`config.mk`:
```
export PLATFORM = sky130hd
export DESIGN_NAME = fetch_stage
export DESIGN_NICKNAME = d
export VERILOG_FILES = /design/src/rtl/fetch_stage_pkg.sv /design/src/rtl/fetch_buffer.sv /design/src/rtl/fetch_stage.sv
export SDC_FILE = /design/constraint.sdc
export NUM_CORES = 1
export LEC_CHECK = 0
export BUFFER_PORTS_ARGS = -buffer_cell sky130_fd_sc_hd__clkbuf_2
export CAP_MARGIN = 30
export CELL_PAD_IN_SITES_DETAIL_PLACEMENT = 0
export CELL_PAD_IN_SITES_GLOBAL_PLACEMENT = 1
export CORE_UTILIZATION = 39
export CTS_CLUSTER_SIZE = 10
export DETAILED_ROUTE_END_ITERATION = 10
export PLACE_DENSITY = 0.79
export SLEW_MARGIN = 20
export SYNTH_ARGS = -nofsm -noshare
export SYNTH_HDL_FRONTEND = slang
export SYNTH_HIERARCHICAL = 1
export SYNTH_SLANG_ARGS = --single-unit
```
`constraint.sdc`:
```
create_clock -name clk -period 4.4 [get_ports clk]
set_input_delay 0 -clock clk [delete_from_list [all_inputs] [get_ports clk]]
set_output_delay 0 -clock clk [all_outputs]
set_load 0.03 [all_outputs]
```
`src/rtl/fetch_stage_pkg.sv`:
```
// rtl/fetch_stage_pkg.sv - shared fetch FSM encodings and NOP constant
package fetch_stage_pkg;

    typedef logic [1:0] fetch_state_t;

    localparam fetch_state_t S_REQ  = 2'd0;
    localparam fetch_state_t S_WAIT = 2'd1;
    localparam fetch_state_t S_HOLD = 2'd2;
    localparam fetch_state_t S_DROP = 2'd3;

    localparam logic [31:0] NOP_INSTR = 32'h0000_0013;

endpackage

```
`src/rtl/fetch_buffer.sv`:
```
// rtl/fetch_buffer.sv - one-entry holding register for a response caught during StallF
module fetch_buffer (
    input  logic        clk,
    input  logic        reset,
    input  logic        load,
    input  logic        clear,
    input  logic [31:0] data_in,
    output logic [31:0] data,
    output logic        valid
);

    always_ff @(posedge clk) begin
        if (reset) begin
            valid <= 1'b0;
        end else if (clear) begin
            valid <= 1'b0;
        end else if (load) begin
            valid <= 1'b1;
        end
    end

    // Payload needs no reset: it is only consumed while valid is set.
    always_ff @(posedge clk) begin
        if (load) begin
            data <= data_in;
        end
    end

endmodule

```
`src/rtl/fetch_stage.sv`:
```
// rtl/fetch_stage.sv - IF stage with single-outstanding imem fetch and IF/ID register
module fetch_stage
    import fetch_stage_pkg::*;
#(
    parameter logic [31:0] RESET_ADDR = 32'h0000_0000
) (
    input  logic        clk,
    input  logic        reset,
    input  logic        StallF,
    input  logic        StallD,
    input  logic        FlushD,
    input  logic        PCSrcE,
    input  logic [31:0] PCTargetE,
    output logic        imem_req_valid,
    input  logic        imem_req_ready,
    output logic [31:0] imem_addr,
    input  logic        imem_rsp_valid,
    input  logic [31:0] imem_rsp_data,
    output logic [31:0] InstrD,
    output logic [31:0] PCD,
    output logic [31:0] PCPlus4D,
    output logic        ValidD,
    output logic        fetch_wait
);

    fetch_state_t state, state_next;
    logic [31:0]  pcf, pcf_next;
    logic [31:0]  target;
    logic [31:0]  buf_data, deliver_word;
    logic         buf_valid, buf_load, buf_clear;
    logic         deliver, accept;

    assign target         = {PCTargetE[31:2], 2'b00};
    assign imem_req_valid = (state == S_REQ) && !reset;
    assign imem_addr      = pcf;
    assign accept         = imem_req_valid && imem_req_ready;
    assign fetch_wait     = !((state == S_HOLD) || ((state == S_WAIT) && imem_rsp_valid));

    fetch_buffer u_buf (
        .clk     (clk),
        .reset   (reset),
        .load    (buf_load),
        .clear   (buf_clear),
        .data_in (imem_rsp_data),
        .data    (buf_data),
        .valid   (buf_valid)
    );

    // A redirect always wins over advancing; an in-flight response becomes stale.
    always_comb begin
        state_next   = state;
        pcf_next     = pcf;
        buf_load     = 1'b0;
        buf_clear    = 1'b0;
        deliver      = 1'b0;
        deliver_word = imem_rsp_data;
        case (state)
            S_REQ: begin
                if (PCSrcE) begin
                    pcf_next = target;
                    if (accept) state_next = S_DROP;
                end else if (accept) begin
                    state_next = S_WAIT;
                end
            end
            S_WAIT: begin
                if (PCSrcE) begin
                    pcf_next   = target;
                    state_next = imem_rsp_valid ? S_REQ : S_DROP;
                end else if (imem_rsp_valid) begin
                    if (!StallF) begin
                        deliver    = 1'b1;
                        pcf_next   = pcf + 32'd4;
                        state_next = S_REQ;
                    end else begin
                        buf_load   = 1'b1;
                        state_next = S_HOLD;
                    end
                end
            end
            S_HOLD: begin
                deliver_word = buf_data;
                if (PCSrcE) begin
                    pcf_next   = target;
                    buf_clear  = 1'b1;
                    state_next = S_REQ;
                end else if (!StallF && buf_valid) begin
                    deliver    = 1'b1;
                    pcf_next   = pcf + 32'd4;
                    buf_clear  = 1'b1;
                    state_next = S_REQ;
                end
            end
            S_DROP: begin
                if (PCSrcE) pcf_next = target;
                if (imem_rsp_valid) state_next = S_REQ;
            end
            default: state_next = S_REQ;
        endcase
    end

    always_ff @(posedge clk) begin
        if (reset) begin
            state <= S_REQ;
            pcf   <= RESET_ADDR;
        end else begin
            state <= state_next;
            pcf   <= pcf_next;
        end
    end

    always_ff @(posedge clk) begin
        if (reset || FlushD) begin
            InstrD   <= NOP_INSTR;
            PCD      <= 32'd0;
            PCPlus4D <= 32'd0;
            ValidD   <= 1'b0;
        end else if (StallD) begin
            InstrD   <= InstrD;
        end else if (deliver) begin
            InstrD   <= deliver_word;
            PCD      <= pcf;
            PCPlus4D <= pcf + 32'd4;
            ValidD   <= 1'b1;
        end else begin
            InstrD   <= NOP_INSTR;
            PCD      <= 32'd0;
            PCPlus4D <= 32'd0;
            ValidD   <= 1'b0;
        end
    end

endmodule
```
==> results.toml, run 1 <==
[final_layout]
area_growth_pct = 32.7
finalNonFillerCells = 1231
final_common_cell = "clkbuf_2"
nNetsFinal = 1071
multi_input_area_um2 = 3210
regArea_um2 = 3480
drive_gt1_share_pct = 25.5
antenna_cells = 0
layout_common_cells = "194 x clkbuf_2, 126 x dfxtp_1, 124 x nor2_1"
fillers = 1687

[placed_design]
placed_cells = 1136
hpwl_mm = 13.5
place_ws_ns = 1.83
io_buffers = 194
place_congestion = 0.761

[critical_path]
start_kind = "flip-flop"
reg2regPathDepth = 5
cp-end-kind = "flip-flop"
r2r_start = "imem_addr[11]$_SDFFE_PP0P_"
required_ns = 4.74
timing.rr.end = "imem_addr[30]$_SDFFE_PP0P_"
cp.arrival_ns = 2.89
crit_type = "flip-flop to flip-flop"
crit_path_max_fanout = 13
r2r_slack_ns = 1.85

[detailed_routing]
wl_per_cell_um = 16.7
top_layer_used = "met4"
vias = 6362
viasPerCell = 5.17
routedLengthMet1_mm = 9.67
drt-total-wl_mm = 20.5
drc = 0
drtPass1Iterations = 5
antenna_left = 0
drt_iter0_drc = 461
met2_length_mm = 9.86
met3WireLength_um = 807

[global_routing]
grt_max_degree = 46
grt_pass1_wl_mm = 32.0
grt_antenna_before_repair = 0
grt_overflow = 0
grt_use_total_pct = 22.3
grt_pass1_vias = 6168

[sta]
whs_ns = 0.0906
slew_headroom_pct = 41.4
finalSetupViolCount = 0
skew_ns = 0.00846
setup-tns-final_ns = 0
rsz0062_at_grt = "false"
min_period_over_period_pct = 58.0
finalHoldViolCount = 0
fmax_mhz = 392
setup_slack_ns = 1.85
tightest_slew_ns = 0.880
slew_viol_final = 0
period_minus_slack_ns = 2.55

[yosys]
avgSynthCellArea_um2 = 9.14
synth-simple-area-share_pct = 18.2
synth_edf_count = 32
synth_top_family_by_area = "simple AND/OR/NAND/NOR gates"
yosysSeqAreaShare_pct = 49.8
syn_area_um2 = 7000
synth_top_flop_cell = "dfxtp_1"
ys_ff_latch = 158
synthMuxAreaShare_pct = 4.95
synth_fa_ha_area_share_pct = 1.07
synth_warnings = 6
synth.distinct_cells = 64
synth_async_sr_flop_share_pct = 0
synth_compound_area_share_pct = 17.5
synth_xor_area_share_pct = 3.50
syn_inst = 766

[cts]
cts_tree = "done"
clk_pin_slew_worst_paths_ns = 0.06
ctsLongestPathBuffers = 2
post_cts_buffers = 0
cts_sinks = 158
clockRootBuffer = "clkbuf_16"
ctsHoldBuffers = 63
htreeDepth = 4
numCtsBuffers = 17
clk_latency_ns = 0.42
cts_resized = 0

[worst_hold_path]
min-delay-start = "imem_rsp_valid"
hp-class = "input port to flip-flop"
holdPathEnd = "u_buf/data[4]$_DFFE_PP_"
holdPathStages = 3

[power_and_ir_drop]
power.density_nw_per_um2 = 496
ir_drop_mv = 0.341
p_leak_nw = 3.72

[floorplan]
start_util_pct = 40.2
die_w_um = 136
die_h_um = 136
core_area_um2 = 17400
rows = 48
io_pins = 203
fp.dieArea_um2 = 18500

[run]
cap_violations = 0

[status]
status = "finished, final reports clean"
[cell usage after synthesis (6+ instances only)]
cell type  number  area, um2
dfxtp_1       126       2520
nor2_1        124        465
nand2_1        75        282
a21oi_1        55        275
a22oi_1        45        338
clkbuf_1       43        161
edfxtp_1       32        961
mux2i_1        29        290
o21ai_1        20        100
inv_1          16       60.1
o21ai_0        16       80.1
xnor2_1        16        140
nand4_1        13       81.3
xor2_1         12        105
nand3_1        11       55.1
buf_4           9       67.6
buf_2           8       40.0
o32ai_1         7       61.3
a31oi_1         6       37.5
ha_1            6       75.1
[how the worst max path moves through the flow]
stage | cells after the start | from | endpoint
after floorplan | 4 | state[1]$_SDFFE_PP0P_ | u_buf/data[0]$_DFFE_PP_
after global placement | 6 | imem_addr[2]$_SDFFE_PP0P_ | imem_addr[30]$_SDFFE_PP0P_
after detailed placement | 5 | imem_addr[11]$_SDFFE_PP0P_ | imem_addr[30]$_SDFFE_PP0P_
after CTS | 5 | imem_addr[10]$_SDFFE_PP0P_ | imem_addr[30]$_SDFFE_PP0P_
after global routing | 5 | imem_addr[10]$_SDFFE_PP0P_ | imem_addr[30]$_SDFFE_PP0P_
final | 5 | imem_addr[11]$_SDFFE_PP0P_ | imem_addr[30]$_SDFFE_PP0P_
[logic make-up (layout without fill, tap and decap cells)]
kind of cell | Yosys count | after routing
AND/OR/NAND/NOR | 269 | 269
AO/OA/AOI/OAI | 189 | 189
flip-flops | 158 | 158
buffers and inverters | 81 | 316
multiplexers | 34 | 34
XOR/XNOR | 28 | 28
adder cells (fa/ha/maj) | 6 | 6
other | 1 | 6
[metal layers]
metal  up-vias  track usage [%]
met5         -                0
met4         0             5.99
met3        17             4.21
met2       156             37.8
met1      3023             28.8
li1       3166                -
[power by group]
group / leakage [nW] / switching (mW) / internal (mW)
Clock: 0.265 / 0.591 / 0.831
Sequential: 1.31 / 0.210 / 1.59
Combinational: 2.15 / 0.867 / 0.520
Total: 3.72 / 1.67 / 2.94
[area by class of cell]
| class | count | area share (%) |
|---|---|---|
| sequential | 158 | 37.5 |
| multi-input combinational | 532 | 34.6 |
| timing repair buffer | 268 | 18.2 |
| clock buffer | 20 | 4.70 |
| tap | 225 | 3.03 |
| clock inverter | 12 | 1.32 |
| inverter | 16 | 0.647 |
[per-stage QoR]
step / cell area (um2) / power (mW) / util [%]
2_1_floorplan: 7020 / 2.79 / -
3_3_place_gp: 8080 / 3.14 / 46.4
3_5_place_dp: 8100 / 3.17 / 46.5
4_1_cts: 9290 / 4.65 / 53.3
5_1_grt: 9290 / 4.85 / 53.3
6_report: 9290 / 4.61 / 53.3
[state kept, by name, summed over array words and instances, names as in the netlist]
signal / cells
InstrD: 32
PCD: 30
PCPlus4D: 30
ValidD: 1
imem_addr: 30
state: 2
u_buf/data: 32
u_buf/valid: 1
[critical path: stages (launching register included)]
cell and delay (ns):
dfxtp_1 0.59, nand4_4 0.22, nor2_1 0.69, nand4_1 0.35
or4_1 0.54, o21ai_1 0.08
(Power assumes the default switching activity.)
==> inputs of run 2 (changes only) <==
--- a/config.mk
+++ b/config.mk
@@ -5,14 +5,15 @@
 export SDC_FILE = /design/constraint.sdc
 export NUM_CORES = 1
 export LEC_CHECK = 0
+export ABC_AREA = 1
 export BUFFER_PORTS_ARGS = -buffer_cell sky130_fd_sc_hd__clkbuf_2
 export CAP_MARGIN = 30
 export CELL_PAD_IN_SITES_DETAIL_PLACEMENT = 0
 export CELL_PAD_IN_SITES_GLOBAL_PLACEMENT = 1
-export CORE_UTILIZATION = 39
+export CORE_UTILIZATION = 33
 export CTS_CLUSTER_SIZE = 10
 export DETAILED_ROUTE_END_ITERATION = 10
-export PLACE_DENSITY = 0.79
+export PLACE_DENSITY = 0.73
 export SLEW_MARGIN = 20
 export SYNTH_ARGS = -nofsm -noshare
 export SYNTH_HDL_FRONTEND = slang
==> constraint.sdc (replaced) <==
create_clock -name clk -period 2.09 [get_ports clk]
set_input_delay 0 -clock clk [delete_from_list [all_inputs] [get_ports clk]]
set_output_delay 0 -clock clk [all_outputs]
set_load 0.03 [all_outputs]
==> results.toml, run 2 <==
[run]
cap_violations = 0

[yosys]
yosysSeqAreaShare_pct = 49.5
synth.most_common_cell = "nand2_1"
ys_top_cells_by_count = "383 x nand2_1, 149 x a21oi_1, 126 x dfxtp_1, 38 x o21ai_0, 34 x nor2_1"
synth_warnings = 6
synth_top_area_share_pct = 35.8
ys_top_cells_by_area = "dfxtp_1 36%, nand2_1 20%, edfxtp_1 14%"
synth_largest_area_cell = "dfxtp_1"
synth_top_flop_cell = "dfxtp_1"
avgSynthCellArea_um2 = 7.59
ys_ff_latch = 158
syn_area_um2 = 7040
synth.distinct_cells = 31
syn_inst = 928
synth_async_sr_flop_share_pct = 0
synth_edf_count = 32

[sta]
whs_ns = 0.0537
skew_ns = 0.0104
finalHoldViolCount = 0
setup_slack_ns = 0.189
fmax_mhz = 526
finalSetupViolCount = 0
period_minus_slack_ns = 1.90
rsz0062_at_grt = "false"
slew_headroom_pct = 60.3
setup-tns-final_ns = 0
slew_viol_final = 0
min_period_over_period_pct = 90.9
tightest_slew_ns = 0.595

[power_and_ir_drop]
power_mw = 10.8
ir_drop_mv = 0.543
p_leak_nw = 3.96
power.density_nw_per_um2 = 1130

[final_layout]
drive_gt1_share_pct = 22.8
final_common_cell = "nand2_1"
finalNonFillerCells = 1459
area_growth_pct = 35.2
final_util_pct = 45.4
design_area_um2 = 9520
top_regs = "InstrD x32, u_buf/data x32"
nNetsFinal = 1249
fillers = 2179
antenna_cells = 0
layout_common_cells = "383 x nand2_1, 193 x clkbuf_2, 149 x a21oi_1"

[cts]
post_cts_buffers = 0
cts_tree = "done"
ctsLongestPathBuffers = 2
clk_latency_ns = 0.43
clockRootBuffer = "clkbuf_16"
numCtsBuffers = 17
cts_sinks = 158
htreeDepth = 4
clk_pin_slew_worst_paths_ns = 0.07

[critical_path]
crit_path_max_fanout = 4
path_cells = "inv_1 > ha_1 > inv_1 > a21oi_1 > a21o_1 > nor2_2 > nand3_1 > a21oi_1 > dlygate4sd3_1"
required_ns = 2.46
start_kind = "flip-flop"
slowest_stage = "dlygate4sd3_1"
crit_type = "flip-flop to flip-flop"
cp-end-kind = "flip-flop"
cp.arrival_ns = 2.27
path_buf_inv = 3
cpPeakStageDelay_ns = 0.54
crit_family = "buffers and inverters"

[global_routing]
grt_antenna_before_repair = 0
grt_overflow = 0
grt_pass1_wl_mm = 33.4
grt_use_total_pct = 19.5
grt_pass1_vias = 6466
grt_max_degree = 69

[placed_design]
hpwl_mm = 13.9
detailed_place.area_um2 = 8240
placed_cells = 1360
place_congestion = 0.767
place_ws_ns = 0.207
io_buffers = 194

[floorplan]
die_h_um = 148
fp.dieArea_um2 = 21900
die_w_um = 148
rows = 53
core_area_um2 = 21000
start_util_pct = 33.6
io_pins = 203

[detailed_routing]
vias = 6694
drc = 0
drtPass1Iterations = 6
wl_per_cell_um = 14.4
viasPerCell = 4.59
drt_iter0_drc = 382
antenna_left = 0
drt-total-wl_mm = 21.0

[status]
status = "finished, final reports clean"

[worst_hold_path]
hp-class = "input port to flip-flop"
[run 2: cell types whose count changed in the layout (fill, tap and decap cells not counted), moves of 20 or more]
| cell | change |
|---|---|
| nand2_1 | +308 |
| a21oi_1 | +94 |
| nor2_1 | -92 |
| a22oi_1 | -45 |
| mux2i_1 | -29 |
| o21ai_0 | +22 |
| o21ai_1 | -20 |
[run 2: what timing repair did]
item                                    in CTS  in global routing
endpoints found under the setup margin       0                 12
hold buffers                                67                  0
endpoints found under the hold margin       97                  0
gates resized for setup                      0                  4
[run 2: layer usage]
metal / part of all wire, % / track usage, % / routed length (um) / vias to the layer above
li1: - / - / - / 3482
met1: 47 / 24.2 / 9790 / 3052
met2: 48 / 33.6 / 10000 / 145
met3: 4.9 / 4.57 / 1040 / 15
met4: 0.79 / 5.31 / 165 / 0
met5: 0 / 0 / 0 / -
[run 2: final cells by class]
cell class | count | area [um2] | share of cell area (%)
Multi-Input combinational cell | 685 | 3150 | 33.0
Inverter | 33 | 125 | 1.31
Clock buffer | 17 | 425 | 4.47
Timing Repair Buffer | 276 | 1820 | 19.2
Tap cell | 275 | 344 | 3.61
Clock inverter | 15 | 171 | 1.80
Sequential cell | 158 | 3480 | 36.6
[run 2: path summary, 6_finish.rpt]
path | startpoint | slack (ns) | end | depth (start not counted)
worst max register to register | state[0]$_SDFFE_PP0P_ | 0.19 | state[1]$_SDFFE_PP0P_ | 9
worst max-delay path | state[0]$_SDFFE_PP0P_ | 0.19 | state[1]$_SDFFE_PP0P_ | 9
worst min-delay path | StallF | 0.05 | u_buf/valid$_SDFFE_PP0P_ | 7
worst min register to register | PCD[23]$_SDFFE_PP0N_ | 0.46 | PCD[23]$_SDFFE_PP0N_ | 2
[run 2: cell families after synthesis]
group / synth area share (%)
xor gates and xnor gates: 2.08
other: 0.0533
adders and majority gates: 1.07
AOI/OAI and AO/OA: 13.8
and+or+nand+nor: 27.2
buffers and inverters: 6.36
DFF: 49.5
[run 2: where the power goes]
| part | internal, mW | leakage (nW) | total, mW | switching [mW] |
|---|---|---|---|---|
| clock | 1.61 | 0.285 | 3.16 | 1.55 |
| sequential | 3.47 | 1.31 | 4.11 | 0.633 |
| combinational | 1.12 | 2.36 | 3.50 | 2.38 |
| total | 6.21 | 3.96 | 10.8 | 4.56 |
[run 2: worst reg2reg max path, stage by stage, from the launching register on]
cell,delay (ns)
dfxtp_1,0.39
inv_1,0.10
ha_1,0.20
inv_1,0.07
a21oi_1,0.05
a21o_1,0.19
nor2_2,0.12
nand3_1,0.08
a21oi_1,0.11
dlygate4sd3_1,0.54
==> inputs of run 3 (changes only) <==
--- a/config.mk
+++ b/config.mk
@@ -17,5 +17,4 @@
 export SLEW_MARGIN = 20
 export SYNTH_ARGS = -nofsm -noshare
 export SYNTH_HDL_FRONTEND = slang
-export SYNTH_HIERARCHICAL = 1
 export SYNTH_SLANG_ARGS = --single-unit
==> results.toml, run 3 <==
[status]
status = "finished, final reports clean"

[cts]
cts_tree = "done"
clockRootBuffer = "clkbuf_16"
ctsLongestPathBuffers = 2
clk_pin_slew_worst_paths_ns = 0.07
cts_sinks = 158
numCtsBuffers = 17
cts_resized = 0
clk_latency_ns = 0.43
htreeDepth = 4

[sta]
finalHoldViolCount = 0
skew_ns = 0.0109
min_period_over_period_pct = 88.6
setup-tns-final_ns = 0
period_minus_slack_ns = 1.85
finalSetupViolCount = 0
fmax_mhz = 540
setup_slack_ns = 0.239
slew_viol_final = 0
rsz0062_at_grt = "false"

[power_and_ir_drop]
power_mw = 10.9
ir_drop_mv = 0.617
power.density_nw_per_um2 = 1140
p_leak_nw = 3.96

[critical_path]
required_ns = 2.45
crit_type = "flip-flop to flip-flop"
r2r_slack_ns = 0.24
slowest_stage = "dfxtp_1"
cpPeakStageDelay_ns = 0.34
crit_top_cell = "nand2_1"
start_kind = "flip-flop"
path_cells = "inv_1 > ha_1 > inv_2 > nor2_2 > nand3_1 > nand2_1 > nand2_1 > nor2_4 > buf_12 > buf_12 > nand2_1 > a21oi_1"
cp-end-kind = "flip-flop"
crit_path_max_fanout = 38
crit_start = "state[1]$_SDFFE_PP0P_"
cp.arrival_ns = 2.22
r2r_start = "state[1]$_SDFFE_PP0P_"

[yosys]
ys_top_cells_by_count = "390 x nand2_1, 141 x a21oi_1, 126 x dfxtp_1, 36 x o21ai_0, 34 x nor2_1"
avgSynthCellArea_um2 = 7.55
synth.most_common_cell = "nand2_1"
synth_top_area_share_pct = 36.0
ys_ff_latch = 158
synth_async_sr_flop_share_pct = 0
synth.distinct_cells = 33
syn_inst = 929
ys_top_cells_by_area = "dfxtp_1 36%, nand2_1 21%, edfxtp_1 14%"
synth_warnings = 0
synth_edf_count = 32
synth_largest_area_cell = "dfxtp_1"
synth_top_flop_cell = "dfxtp_1"
yosysSeqAreaShare_pct = 49.7
syn_area_um2 = 7010

[worst_hold_path]
min-delay-start = "StallD"
hp-class = "input port to flip-flop"

[detailed_routing]
drc = 0
drt_iter0_drc = 241
drt-total-wl_mm = 21.2
drtPass1Iterations = 5
antenna_left = 0
wl_per_cell_um = 14.5
vias = 6759
viasPerCell = 4.61

[final_layout]
regArea_um2 = 3480
antenna_cells = 0
multi_input_area_um2 = 3100
area_growth_pct = 36.3
fillers = 2122
layout_common_cells = "390 x nand2_1, 193 x clkbuf_2, 141 x a21oi_1"
final_common_cell = "nand2_1"
nNetsFinal = 1262
top_regs = "InstrD x32, u_buf.data x32"
drive_gt1_share_pct = 23.1

[placed_design]
hpwl_mm = 14.5
place_congestion = 0.806
io_buffers = 194
place_ws_ns = 0.251

[global_routing]
grt_antenna_before_repair = 0
grt_max_degree = 48
grt_use_total_pct = 20.0
grt_overflow = 0
grt_pass1_vias = 6587
grt_pass1_wl_mm = 34.1

[floorplan]
die_w_um = 148
core_area_um2 = 20600
die_h_um = 148
io_pins = 203
rows = 52
fp.dieArea_um2 = 21800
start_util_pct = 34.1

[run]
cap_violations = 0
==> run 3: cell types whose count changed in the layout (fill, tap and decap cells not counted), moves of 3 or more <==
| cell | before | now |
|---|---|---|
| nand2_1 | 383 | 390 |
| buf_4 | 10 | 21 |
| a21oi_1 | 149 | 141 |
| a31oi_1 | 3 | 0 |
| a21oi_2 | 1 | 9 |
| clkinv_8 | 4 | 0 |
| inv_1 | 29 | 32 |
| clkinv_4 | 1 | 5 |
| inv_8 | 5 | 1 |
==> run 3: path summary, 6_finish.rpt <==
kind | endpoint | cells past startpoint
worst max-delay path | PCD[28]$_SDFFE_PP0N_ | 12
worst min-delay path | InstrD[19]$_SDFFE_PP0N_ | 3
worst max register to register | PCD[28]$_SDFFE_PP0N_ | 12
worst min register to register | PCPlus4D[22]$_SDFFE_PP0N_ | 2
==> run 3: cell type report <==
class | count | share of cell area, %
flip-flops and latches | 158 | 36.4
multi-input cells | 683 | 32.4
repair buffers | 287 | 20.0
clock buffers | 18 | 4.49
well taps | 270 | 3.53
clock inverters | 14 | 1.68
inverters | 37 | 1.47
==> run 3: critical path: cells and delay by family (launching register included) <==
| family | cells | cell delay, ns |
|---|---|---|
| and+or+nand+nor | 6 | 0.54 |
| adders and majority gates | 1 | 0.22 |
| DFF | 1 | 0.34 |
| buffers and inverters | 4 | 0.57 |
| AOI/OAI and AO/OA | 1 | 0.12 |
==> run 3: timing repair <==
item	4_1_cts	5_1_grt
setup buffers	0	0
hold buffers	67	0
endpoints found under the hold margin	96	0
==> run 3: stage by stage <==
step	util, %	instances	instance area (um2)	hold slack (ns)
2_1_floorplan	-	934	7030	0.0691
3_3_place_gp	40.4	1368	8300	0.194
3_5_place_dp	40.4	1368	8300	0.195
4_1_cts	46.5	1467	9560	0.00675
5_1_grt	46.5	1467	9560	0.0228
6_report	46.5	1467	9560	0.0102
==> run 3: cell families after synthesis <==
| family | Yosys count | synth area share (%) |
|---|---|---|
| flops | 158 | 49.7 |
| mux | 1 | 0.143 |
| simple gates | 464 | 26.3 |
| buf+inv | 93 | 6.55 |
| xor+xnor | 15 | 1.87 |
| fa+ha+maj | 6 | 1.07 |
| other cells | 1 | 0.0535 |
| compound gates | 191 | 14.3 |
==> run 3: where the power goes <==
part / internal [mW] / total (mW) / leakage, nW / switching, mW
Combinational: 1.20 / 3.73 / 2.37 / 2.54
Clock: 1.78 / 3.16 / 0.281 / 1.38
Sequential: 3.47 / 4.01 / 1.31 / 0.536
==> run 3: layer usage <==
metal	vias to the layer above	global-route usage (%)	part of all wire, %
li1	3497	-	-
met1	3053	24.7	45
met2	195	33.6	47
met3	14	6.05	6.6
met4	0	5.31	1.0
met5	-	0	0
